==> src/rtl/seq_pkg.sv <==
// rtl/seq_pkg.sv - shared types and constants for the serial sequence transmitter.
package seq_pkg;

  typedef enum logic [1:0] {
    IDLE = 2'd0,
    GAP  = 2'd1,
    WORD = 2'd2
  } state_t;

  localparam int         WORD_W    = 8;
  localparam logic [7:0] LFSR_SEED = 8'hA5;
  localparam logic [7:0] LFSR_TAPS = 8'hB8;

  // Fibonacci feedback over taps 7,5,4,3.
  function automatic logic lfsr_feedback(input logic [7:0] v);
    return ^(v & LFSR_TAPS);
  endfunction

endpackage

==> src/rtl/seq_lfsr.sv <==
// rtl/seq_lfsr.sv - 8-bit Fibonacci filler LFSR with synchronous seed load and advance enable.
module seq_lfsr
  import seq_pkg::*;
#(
  parameter logic [7:0] SEED = seq_pkg::LFSR_SEED
) (
  input  logic clk,
  input  logic i_load,
  input  logic i_advance,
  output logic o_bit,
  output logic o_next_bit
);

  logic [7:0] r_lfsr;

  always_ff @(posedge clk) begin
    if (i_load) begin
      r_lfsr <= SEED;
    end else if (i_advance) begin
      r_lfsr <= {r_lfsr[6:0], lfsr_feedback(r_lfsr)};
    end
  end

  // Bit 6 becomes bit 7 after an advance, so it is the filler bit that follows.
  assign o_bit      = r_lfsr[7];
  assign o_next_bit = r_lfsr[6];

endmodule

==> src/rtl/sequence_transmitter.sv <==
// rtl/sequence_transmitter.sv - MSB-first word transmitter with LFSR filler and valid/ready stall.
// Optional back-to-back frames while start is held: define SEQ_TX_REPEAT_EN.
module sequence_transmitter
  import seq_pkg::*;
#(
  parameter int         WORD_W    = seq_pkg::WORD_W,
  parameter int         GAP_W     = 4,
  parameter logic [7:0] LFSR_SEED = seq_pkg::LFSR_SEED
) (
  input  logic              clk,
  input  logic              rst,
  input  logic              setar_palavra,
  input  logic [WORD_W-1:0] palavra,
  input  logic [GAP_W-1:0]  gap,
  input  logic              start,
  input  logic              bit_ready,
  output logic              bit_out,
  output logic              bit_valid,
  output logic              busy,
  output logic              done
);

  state_t            r_state;
  logic [WORD_W-1:0] r_word;
  logic [GAP_W-1:0]  r_gap;
  logic [GAP_W-1:0]  r_gap_cnt;
  logic [2:0]        r_idx;
  logic              r_start_q;

  logic   w_xfer;
  logic   w_launch;
  logic   w_restart;
  logic   w_lfsr_adv;
  logic   w_lfsr_bit;
  logic   w_lfsr_next;
  logic   w_first_bit;
  state_t w_first_state;

  assign w_xfer        = bit_valid && bit_ready;
  assign w_launch      = start && !r_start_q;
  assign w_lfsr_adv    = (r_state == GAP) && w_xfer && !setar_palavra;
  assign w_first_state = (r_gap != '0) ? GAP : WORD;
  assign w_first_bit   = (r_gap != '0) ? w_lfsr_bit : r_word[WORD_W-1];

`ifdef SEQ_TX_REPEAT_EN
  assign w_restart = start;
`else
  assign w_restart = 1'b0;
`endif

  seq_lfsr #(
    .SEED(LFSR_SEED)
  ) u_lfsr (
    .clk        (clk),
    .i_load     (rst),
    .i_advance  (w_lfsr_adv),
    .o_bit      (w_lfsr_bit),
    .o_next_bit (w_lfsr_next)
  );

  always_ff @(posedge clk) begin
    if (rst) begin
      r_state   <= IDLE;
      r_word    <= '0;
      r_gap     <= '0;
      r_gap_cnt <= '0;
      r_idx     <= 3'd7;
      r_start_q <= 1'b0;
      bit_out   <= 1'b0;
      bit_valid <= 1'b0;
      busy      <= 1'b0;
      done      <= 1'b0;
    end else begin
      r_start_q <= start;
      done      <= 1'b0;
      if (setar_palavra) begin
        r_word    <= palavra;
        r_gap     <= gap;
        r_state   <= IDLE;
        bit_valid <= 1'b0;
        busy      <= 1'b0;
      end else begin
        case (r_state)
          IDLE: begin
            if (w_launch) begin
              r_state   <= w_first_state;
              r_idx     <= 3'd7;
              r_gap_cnt <= r_gap;
              bit_out   <= w_first_bit;
              bit_valid <= 1'b1;
              busy      <= 1'b1;
            end
          end
          GAP: begin
            if (w_xfer) begin
              r_gap_cnt <= r_gap_cnt - 1'b1;
              if (r_gap_cnt == GAP_W'(1)) begin
                r_state <= WORD;
                bit_out <= r_word[WORD_W-1];
              end else begin
                bit_out <= w_lfsr_next;
              end
            end
          end
          WORD: begin
            if (w_xfer) begin
              if (r_idx == 3'd0) begin
                done <= 1'b1;
                // Restart keeps bit_valid high so the consumer sees no bubble.
                if (w_restart) begin
                  r_state   <= w_first_state;
                  r_idx     <= 3'd7;
                  r_gap_cnt <= r_gap;
                  bit_out   <= w_first_bit;
                end else begin
                  r_state   <= IDLE;
                  bit_valid <= 1'b0;
                  busy      <= 1'b0;
                end
              end else begin
                r_idx   <= r_idx - 3'd1;
                bit_out <= r_word[r_idx-3'd1];
              end
            end
          end
          default: r_state <= IDLE;
        endcase
      end
    end
  end

endmodule

==> config.mk <==
export PLATFORM = sky130hd
export DESIGN_NAME = sequence_transmitter
export DESIGN_NICKNAME = d
export VERILOG_FILES = /design/src/rtl/seq_pkg.sv /design/src/rtl/seq_lfsr.sv /design/src/rtl/sequence_transmitter.sv
export SDC_FILE = /design/constraint.sdc
export NUM_CORES = 1
export LEC_CHECK = 0
export BUFFER_PORTS_ARGS = -buffer_cell sky130_fd_sc_hd__buf_2
export CAP_MARGIN = 0
export CORE_ASPECT_RATIO = 0.9
export CORE_MARGIN = 8
export CORE_UTILIZATION = 57
export DETAILED_ROUTE_END_ITERATION = 16
export PLACE_DENSITY = 0.79
export SYNTH_ARGS = -nofsm -noshare
export SYNTH_HDL_FRONTEND = slang
export SYNTH_SLANG_ARGS = --single-unit
export TNS_END_PERCENT = 20
==> constraint.sdc <==
create_clock -name clk -period 2.15 [get_ports clk]
set_input_delay 0.215 -clock clk [delete_from_list [all_inputs] [get_ports clk]]
set_output_delay 0.215 -clock clk [all_outputs]
set_load 0.005 [all_outputs]
==> metrics.txt, run 1 <==
status=complete, no violations; Clk pwr share=36.8%; hold_sp=gap[3]; highest metal used=met4; Syn. warnings=0; commonest non-fill, non-tap cell in the layout=dfxtp_1; Worst-Skew Late Latency=0.34 ns; asr flop ratio synth=0%; RR Startpoint=r_state[1]$_SDFFE_PP0P_; H-tree depth=2; pre-CTS setup slack=0.2482 ns; DP HPWL=2593 µm; cell area after layout=1903 µm²; critical path class=reg -> reg; row count=18; Internal=1.001 mW; pwr/cell area=710.2 nW/µm²; Comb pwr share=14.7%; setup_tns=0 ns; crit path launch type=flop; Yosys cell types=45; Die H=67.76 µm; Reg clk slew, reported paths=0.10 ns; Initial DRC Count=130; syn_area_per_cell=9.322 µm²; ANT cells=0; top post-synthesis cells by area=dfxtp_1, mux2i_1, ha_1, nand2_1, nor2_1; Post-Syn Area=1697 µm²; final WL=3533 µm; final cell count without fillers=245; Switch Pwr=350.2 µW; core box area=2793 µm²; final period demand of the worst path=1.924 ns; fmax=0.5197 GHz; antenna-violating nets left=0; grt ovf=0; switch share=25.91%; Leak=0.7987 nW; Area growth syn-to-layout=12.17%; Num CTS Buffers=5; syn nets=209; Top FF cell, synth=dfxtp_1; register area share after synthesis=38.94%; met1 WL=1705 µm; Synth Instances=182; vias in the first global route=1,360; critical path's largest stage delay=0.36 ns; clock root cell=clkbuf_4; die area=4981 µm²; Final Wtd Congestion=0.8458; post-cts hold buffer count=0; layout cells sized above 1=19.51%; Fin. Hold Viols=0; top cell type's share of synthesized area=38.94%; # setup viols final=0; Worst VDD drop=0.4591 mV; Vias=1,373; Max-Cap Viols=0; die width=73.51 µm; Final Util=68.15%; GRT Resource Usage Total=15.64%; port buffer count=20; antenna violations before repair=0; final setup margin=0.2259 ns; Worst-Margin Slew=0.6076 ns; starting density of the core=60.75%; Worst R2R Setup Slack=0.23 ns; met3 wire len=185 µm; first-pass GRT wire length=6009 µm; Final Max Tran Viols=0; #FFs+latches synth=33; CP delay by family, top=compound AO/OA/AOI/OAI gates; pin count of the biggest net entering global routing=35; CP max FO=8; placed cell areas=1813 µm²; TritonRoute pass-1 iters=4; Synth area leader=dfxtp_1; worst path cell trace=inv_1 > ha_1 > o21bai_1 > a221oi_4 > o21ai_0 > a221oi_1; routed length per instance=14.42 µm; Ports=21; Met2 Routed Length=1567 µm; worst rel slew slack=59.49%; Max stage delay cell, worst path=dfxtp_1; clk buf depth=2; clk_skew=0.004367 ns; # clock sinks=33; CP Buf/Inv Count=1; RSZ-0062 raised after global routing=false; fin crit share=89.49%; min-delay worst type=in -> reg; fin nets=231; most frequent cells in the layout=dfxtp_1, nand2_1, nor2_1, buf_2, mux2i_1; Req. time, crit path=2.39 ns; Via-to-Cell Ratio=5.604; Fillers=249; sequential share of power=48.5%; CTS tree=done; Worst Setup SP=r_state[1]$_SDFFE_PP0P_; DP Cell Count=237; crit path capture type=flop; Critical Path AT=2.17 ns; DRC=0; number of synthesized flops with an enable pin=0
synthesized netlist by cell type (2+ instances only):
library cell,count
inv_1,10
nand3b_1,4
nor2b_1,3
nand2_1,21
buf_6,2
clkbuf_1,3
buf_4,2
nor4_1,2
nand2b_1,4
a211oi_2,2
or3_1,2
mux2i_1,15
a22oi_1,2
xnor2_1,3
nor2_1,20
dfxtp_1,33
nor3_1,3
ha_1,10
a21oi_1,10
a31oi_1,2
o21ai_0,5
cell families after synthesis:
family,synth area share (%)
buffers and inverters,5.088
AND/OR/NAND/NOR,19.99
AO/OA/AOI/OAI,16.89
multiplexers,10.18
XOR/XNOR,1.549
flip-flops,38.94
adder cells (fa/ha/maj),7.375
sequential cells by signal, indices dropped and copies added, names as in the netlist:
| name | cells |
|---|---|
| bit_out | 1 |
| r_word | 8 |
| r_idx | 3 |
| r_gap | 4 |
| r_start_q | 1 |
| r_state | 2 |
| busy | 1 |
| u_lfsr.r_lfsr | 8 |
| done | 1 |
| r_gap_cnt | 4 |
worst reg2reg max path, stage by stage, from the launching register on:
cell and delay [ns]:
dfxtp_1 0.36, inv_1 0.14, ha_1 0.33, o21bai_1 0.14, a221oi_4 0.36, o21ai_0 0.16
a221oi_1 0.34
power by group through the flow:
stage | sequential (mW) | clock (mW) | combinational [mW]
2_1_floorplan | 0.664 | 0 | 0.151
3_3_place_gp | 0.667 | 0 | 0.188
3_5_place_dp | 0.669 | 0 | 0.198
4_1_cts | 0.655 | 0.507 | 0.199
5_1_grt | 0.658 | 0.528 | 0.221
6_report | 0.655 | 0.497 | 0.199
metrics by stage:
step	total power, mW	hold slack [ns]
4_1_cts	1.360	0.08795
5_1_grt	1.407	0.09455
3_3_place_gp	0.8546	0.4373
3_5_place_dp	0.8664	0.4475
2_1_floorplan	0.8144	0.2866
6_report	1.352	0.09521
what timing repair did:
action                     CTS  global route
buffers inserted             0             0
setup endpoints to repair    0             1
hold endpoints to repair     0             0
gates resized for setup      0             1
metal layers:
| metal | up-vias | track usage [%] |
|---|---|---|
| li1 | 679 | - |
| met3 | 7 | 3.994 |
| met1 | 651 | 18.68 |
| met4 | 0 | 9.701 |
| met2 | 36 | 24.75 |
| met5 | - | 0 |
area by class of cell:
class                      count  area [µm²]  area share (%)
tap                           40       50.05           2.630
clock buffer                   6       51.30           2.696
sequential                    33       660.6           34.71
multi-input combinational    132       950.9           49.97
clock inverter                 2       37.54           1.972
timing repair buffer          22       115.1           6.049
inverter                      10       37.54           1.972
path summary, 6_finish.rpt:
kind,to,cells after the start
setup reg to reg,r_gap_cnt[0]$_SDFFE_PP0P_,6
setup / recovery,r_gap_cnt[0]$_SDFFE_PP0P_,6
hold reg to reg,u_lfsr.r_lfsr[1]$_SDFFE_PP0P_,2
hold / removal,r_gap[3]$_SDFFE_PP0P_,3
No activity file was read; power rests on OpenSTA's default activity.
==> inputs of run 2 (changes only) <==
--- a/config.mk
+++ b/config.mk
@@ -8,7 +8,6 @@
 export BUFFER_PORTS_ARGS = -buffer_cell sky130_fd_sc_hd__buf_2
 export CAP_MARGIN = 0
 export CORE_ASPECT_RATIO = 0.9
-export CORE_MARGIN = 8
 export CORE_UTILIZATION = 57
 export DETAILED_ROUTE_END_ITERATION = 16
 export PLACE_DENSITY = 0.79
==> constraint.sdc (replaced) <==
create_clock -name clk -period 1.9 [get_ports clk]
set_input_delay 0.19 -clock clk [delete_from_list [all_inputs] [get_ports clk]]
set_output_delay 0.19 -clock clk [all_outputs]
set_load 0.005 [all_outputs]
==> metrics.txt, run 2 (synthesis gave the netlist of run 1 again) <==
status=complete, no violations; Most common cell on crit path=inv_1; fin nets=237; critical path's largest stage delay=0.49 ns; pwr/cell area=762.1 nW/µm²; Worst-Margin Slew=0.5918 ns; Fin. Hold Viols=0; Largest regs=r_word x8, u_lfsr.r_lfsr x8; row count=18; H-tree depth=2; crit path capture type=flop; final WL=3372 µm; Worst-Skew Late Latency=0.34 ns; Reg clk slew, reported paths=0.10 ns; clk_skew=0.005638 ns; Via-to-Cell Ratio=5.616; clock root cell=clkbuf_4; Max-Cap Viols=0; Initial DRC Count=62; Tot Pwr=1.487 mW; core box area=2793 µm²; Req. time, crit path=2.13 ns; final period demand of the worst path=1.797 ns; antenna-violating nets left=0; Final Util=69.85%; Fillers=235; Ports=21; Critical Path AT=2.03 ns; die area=3199 µm²; vias in the first global route=1,247; # setup viols final=0; fmax=0.5566 GHz; layout cells sized above 1=24.76%; Max stage delay cell, worst path=or3_1; starting density of the core=60.75%; CP Buf/Inv Count=2; worst rel slew slack=60.55%; fin crit share=94.56%; Final Max Tran Viols=0; DP HPWL=2429 µm; Final Wtd Congestion=0.8560; setup_tns=0 ns; most frequent cells in the layout=dfxtp_1, nand2_1, nor2_1, buf_2, mux2i_1; CTS tree=done; first-pass GRT wire length=5575 µm; post-cts hold buffer count=0; crit path launch type=flop; CP delay by family, top=simple AND/OR/NAND/NOR gates; commonest non-fill, non-tap cell in the layout=dfxtp_1; Worst VDD drop=0.4432 mV; antenna violations before repair=0; CP max FO=9; worst path cell trace=inv_1 > ha_1 > inv_1 > or3_1 > a211o_1; GRT Resource Usage Total=24.28%; # clock sinks=33; cell area after layout=1951 µm²; Num CTS Buffers=5; port buffer count=20; clk buf depth=2; Vias=1,404; Leak=0.8245 nW; ANT cells=0; Die H=53.76 µm; routed length per instance=13.49 µm; Area growth syn-to-layout=14.97%; final hold slack=0.08189 ns; die width=59.51 µm; min-delay worst type=in -> reg; grt ovf=0; placed cell areas=1836 µm²; DRC=0; critical path class=reg -> reg; TritonRoute pass-1 iters=4; pin count of the biggest net entering global routing=35
run 2: cell count changes in the layout (fill, tap and decap cells not counted):
cell,previous run,this run
clkinv_2,0,1
buf_4,2,8
ha_1,10,5
ha_2,0,5
clkinvlp_4,1,0
dfxtp_1,33,32
dfxtp_2,0,1
nor3b_1,1,0
clkbuf_8,1,0
nor3b_2,0,1
run 2: routing by layer:
metal  track usage, %  wire, µm  vias to the layer above
met5                0         0                        -
li1                 -         -                      691
met3            7.692       236                        9
met1            31.07      1547                      644
met4            11.63        66                        0
met2            37.27      1522                       60
run 2: metrics by stage:
step	worst slack (ns)	instances
finish	0.1033	250
global route	-0.01170	250
CTS	0.04016	247
detailed placement	0.06747	240
global placement	0.1423	240
floorplan	0.2051	182
run 2: final timing paths:
path / from / end / slack, ns / depth (start not counted)
setup / recovery: r_state[1]$_SDFFE_PP0P_ / u_lfsr.r_lfsr[0]$_SDFFE_PP1P_ / 0.10 / 5
hold / removal: palavra[2] / r_word[2]$_SDFFE_PP0P_ / 0.08 / 3
setup reg to reg: r_state[1]$_SDFFE_PP0P_ / u_lfsr.r_lfsr[0]$_SDFFE_PP1P_ / 0.10 / 5
hold reg to reg: u_lfsr.r_lfsr[2]$_SDFFE_PP1P_ / u_lfsr.r_lfsr[3]$_SDFFE_PP0P_ / 0.46 / 2
run 2: layout make-up:
class / count / area (µm²) / share of cell area (%)
tap: 40 / 50.05 / 2.566
multi-input combinational: 132 / 968.4 / 49.65
clock inverter: 2 / 35.03 / 1.796
sequential: 33 / 661.9 / 33.93
inverter: 10 / 37.54 / 1.924
clock buffer: 5 / 37.54 / 1.924
timing repair buffer: 28 / 160.2 / 8.210
run 2: worst reg2reg max path, delay by kind of cell (launching register included):
family	cells	cell delay, ns
AND/OR/NAND/NOR	1	0.49
flip-flops	1	0.35
AO/OA/AOI/OAI	1	0.33
adder cells (fa/ha/maj)	1	0.28
buffers and inverters	2	0.24
run 2: what timing repair did:
| item | CTS | global route |
|---|---|---|
| setup endpoints to repair | 0 | 6 |
| setup buffers | 0 | 3 |
| gates resized for setup | 0 | 8 |
run 2: power by group:
group	leakage (nW)	internal [mW]	switching, mW
Clock	0.0410	0.268	0.232
Sequential	0.270	0.719	0.0209
Combinational	0.514	0.117	0.129
Total	0.824	1.10	0.382
==> inputs of run 3 (changes only) <==
--- a/config.mk
+++ b/config.mk
@@ -5,7 +5,7 @@
 export SDC_FILE = /design/constraint.sdc
 export NUM_CORES = 1
 export LEC_CHECK = 0
-export BUFFER_PORTS_ARGS = -buffer_cell sky130_fd_sc_hd__buf_2
+export BUFFER_PORTS_ARGS = -buffer_cell sky130_fd_sc_hd__clkbuf_2
 export CAP_MARGIN = 0
 export CORE_ASPECT_RATIO = 0.9
 export CORE_UTILIZATION = 57
==> constraint.sdc (replaced) <==
create_clock -name clk -period 1.9 [get_ports clk]
set_input_delay 0.095 -clock clk [delete_from_list [all_inputs] [get_ports clk]]
set_output_delay 0.095 -clock clk [all_outputs]
set_load 0.005 [all_outputs]
==> metrics.txt, run 3 (synthesis gave the netlist of run 1 again) <==
worst path cell trace=inv_1 > ha_1 > inv_1 > or3_1 > a211o_1; pwr/cell area=753.5 nW/µm²; critical path's largest stage delay=0.49 ns; CP max FO=9; first-pass GRT wire length=5630 µm; row count=18; cell area after layout=2061 µm²; crit path launch type=flop; Die H=53.76 µm; GRT Resource Usage Total=24.66%; Vias=1,412; Worst-Margin Slew=0.6863 ns; antenna violations before repair=0; Leak=0.8726 nW; Via-to-Cell Ratio=5.431; clk buf depth=2; critical path class=reg -> reg; clock root cell=clkbuf_4; H-tree depth=2; Worst-Skew Late Latency=0.34 ns; die width=59.51 µm; Worst VDD drop=0.5177 mV; Max stage delay cell, worst path=or3_1; Ports=21; vias in the first global route=1,233; routed length per instance=13.67 µm; pre-CTS setup slack=0.04145 ns; hold depth=3; clk_skew=0.008138 ns; # setup viols final=0; # clock sinks=33; final period demand of the worst path=1.793 ns; port buffer count=20; Fin. Hold Viols=0; worst rel slew slack=54.25%; status=complete, no violations; placed cell areas=1828 µm²; Reg clk slew, reported paths=0.10 ns; ANT cells=0; Req. time, crit path=2.14 ns; min-delay worst type=in -> reg; Max-Cap Viols=0; Final Wtd Congestion=0.8817; die area=3199 µm²; core box area=2793 µm²; TritonRoute pass-1 iters=4; Final Max Tran Viols=0; Initial DRC Count=24; grt ovf=0; setup_tns=0 ns; DP HPWL=2413 µm; crit path capture type=flop; final WL=3554 µm; commonest non-fill, non-tap cell in the layout=dfxtp_1; DRC=0; most frequent cells in the layout=dfxtp_1, nand2_1, nor2_1, clkbuf_2, mux2i_1; fin crit share=94.37%; Critical Path AT=2.03 ns; Largest regs=r_word x8, u_lfsr.r_lfsr x8; reg2reg path depth=5; layout cells sized above 1=21.36%; Area growth syn-to-layout=21.46%; Final Util=73.79%; fin nets=246; CTS tree=done; pin count of the biggest net entering global routing=35; Num CTS Buffers=5; starting density of the core=60.75%; final setup margin=0.1070 ns; fmax=0.5577 GHz; RSZ-0062 raised after global routing=true; Most common cell on crit path=inv_1; antenna-violating nets left=0
[run 3: cell types whose count changed in the layout (fill, tap and decap cells not counted), moves of 3 or more]
| cell | change |
|---|---|
| ha_2 | -4 |
| buf_4 | -3 |
| clkbuf_2 | +20 |
| buf_2 | -20 |
| ha_1 | +4 |
| dlygate4sd3_1 | +12 |
[run 3: cell type report]
class,instances,area [µm²]
clock buffer,6,51.30
clock inverter,2,37.54
fill,227,732.0
inverter,10,37.54
multi-input combinational,132,964.7
sequential,33,661.9
tap,40,50.05
timing repair buffer,37,257.7
[run 3: worst max-delay path: cells and delay by family, from the launching register on]
family,cells,cell delay [ns]
simple gates,1,0.49
flops,1,0.35
compound gates,1,0.34
fa+ha+maj,1,0.27
buf+inv,2,0.24
[run 3: final timing paths]
kind	start	endpoint	slack, ns
worst max register to register	r_state[1]$_SDFFE_PP0P_	u_lfsr.r_lfsr[0]$_SDFFE_PP1P_	0.11
worst max-delay path	r_state[1]$_SDFFE_PP0P_	u_lfsr.r_lfsr[0]$_SDFFE_PP1P_	0.11
worst min-delay path	palavra[2]	r_word[2]$_SDFFE_PP0P_	0.02
worst min register to register	u_lfsr.r_lfsr[2]$_SDFFE_PP1P_	u_lfsr.r_lfsr[3]$_SDFFE_PP0P_	0.47
[run 3: what timing repair did]
item / 4_1_cts / 5_1_grt
gates resized for setup: 1 / 3
pin swaps: 1 / 0
hold buffers: 11 / 1
setup endpoints to repair: 1 / 6
endpoints found under the hold margin: 11 / 1
buffers inserted: 1 / 0
[run 3: metrics by stage]
step	hold WS, ns	total power [mW]	instances
after floorplan	0.1666	0.9216	182
after global placement	0.3260	0.9691	239
final	0.02353	1.553	260
after detailed placement	0.3364	0.9785	239
after global routing	0.002752	1.629	260
after CTS	0.003293	1.553	259
[run 3: per-layer routing]
layer  part of all wire (%)  vias to the layer above  global-route usage (%)
met1                     48                      665                   31.45
met5                      0                        -                       0
li1                       -                      712                       -
met3                    4.3                        4                   8.654
met2                     47                       31                   39.70
met4                   0.65                        0                   6.977
[run 3: report_power, final]
group | total (mW) | switching [mW] | leakage [nW] | internal [mW]
Clock | 0.557 | 0.244 | 0.0445 | 0.313
Combinational | 0.253 | 0.129 | 0.558 | 0.124
Sequential | 0.743 | 0.0239 | 0.270 | 0.719
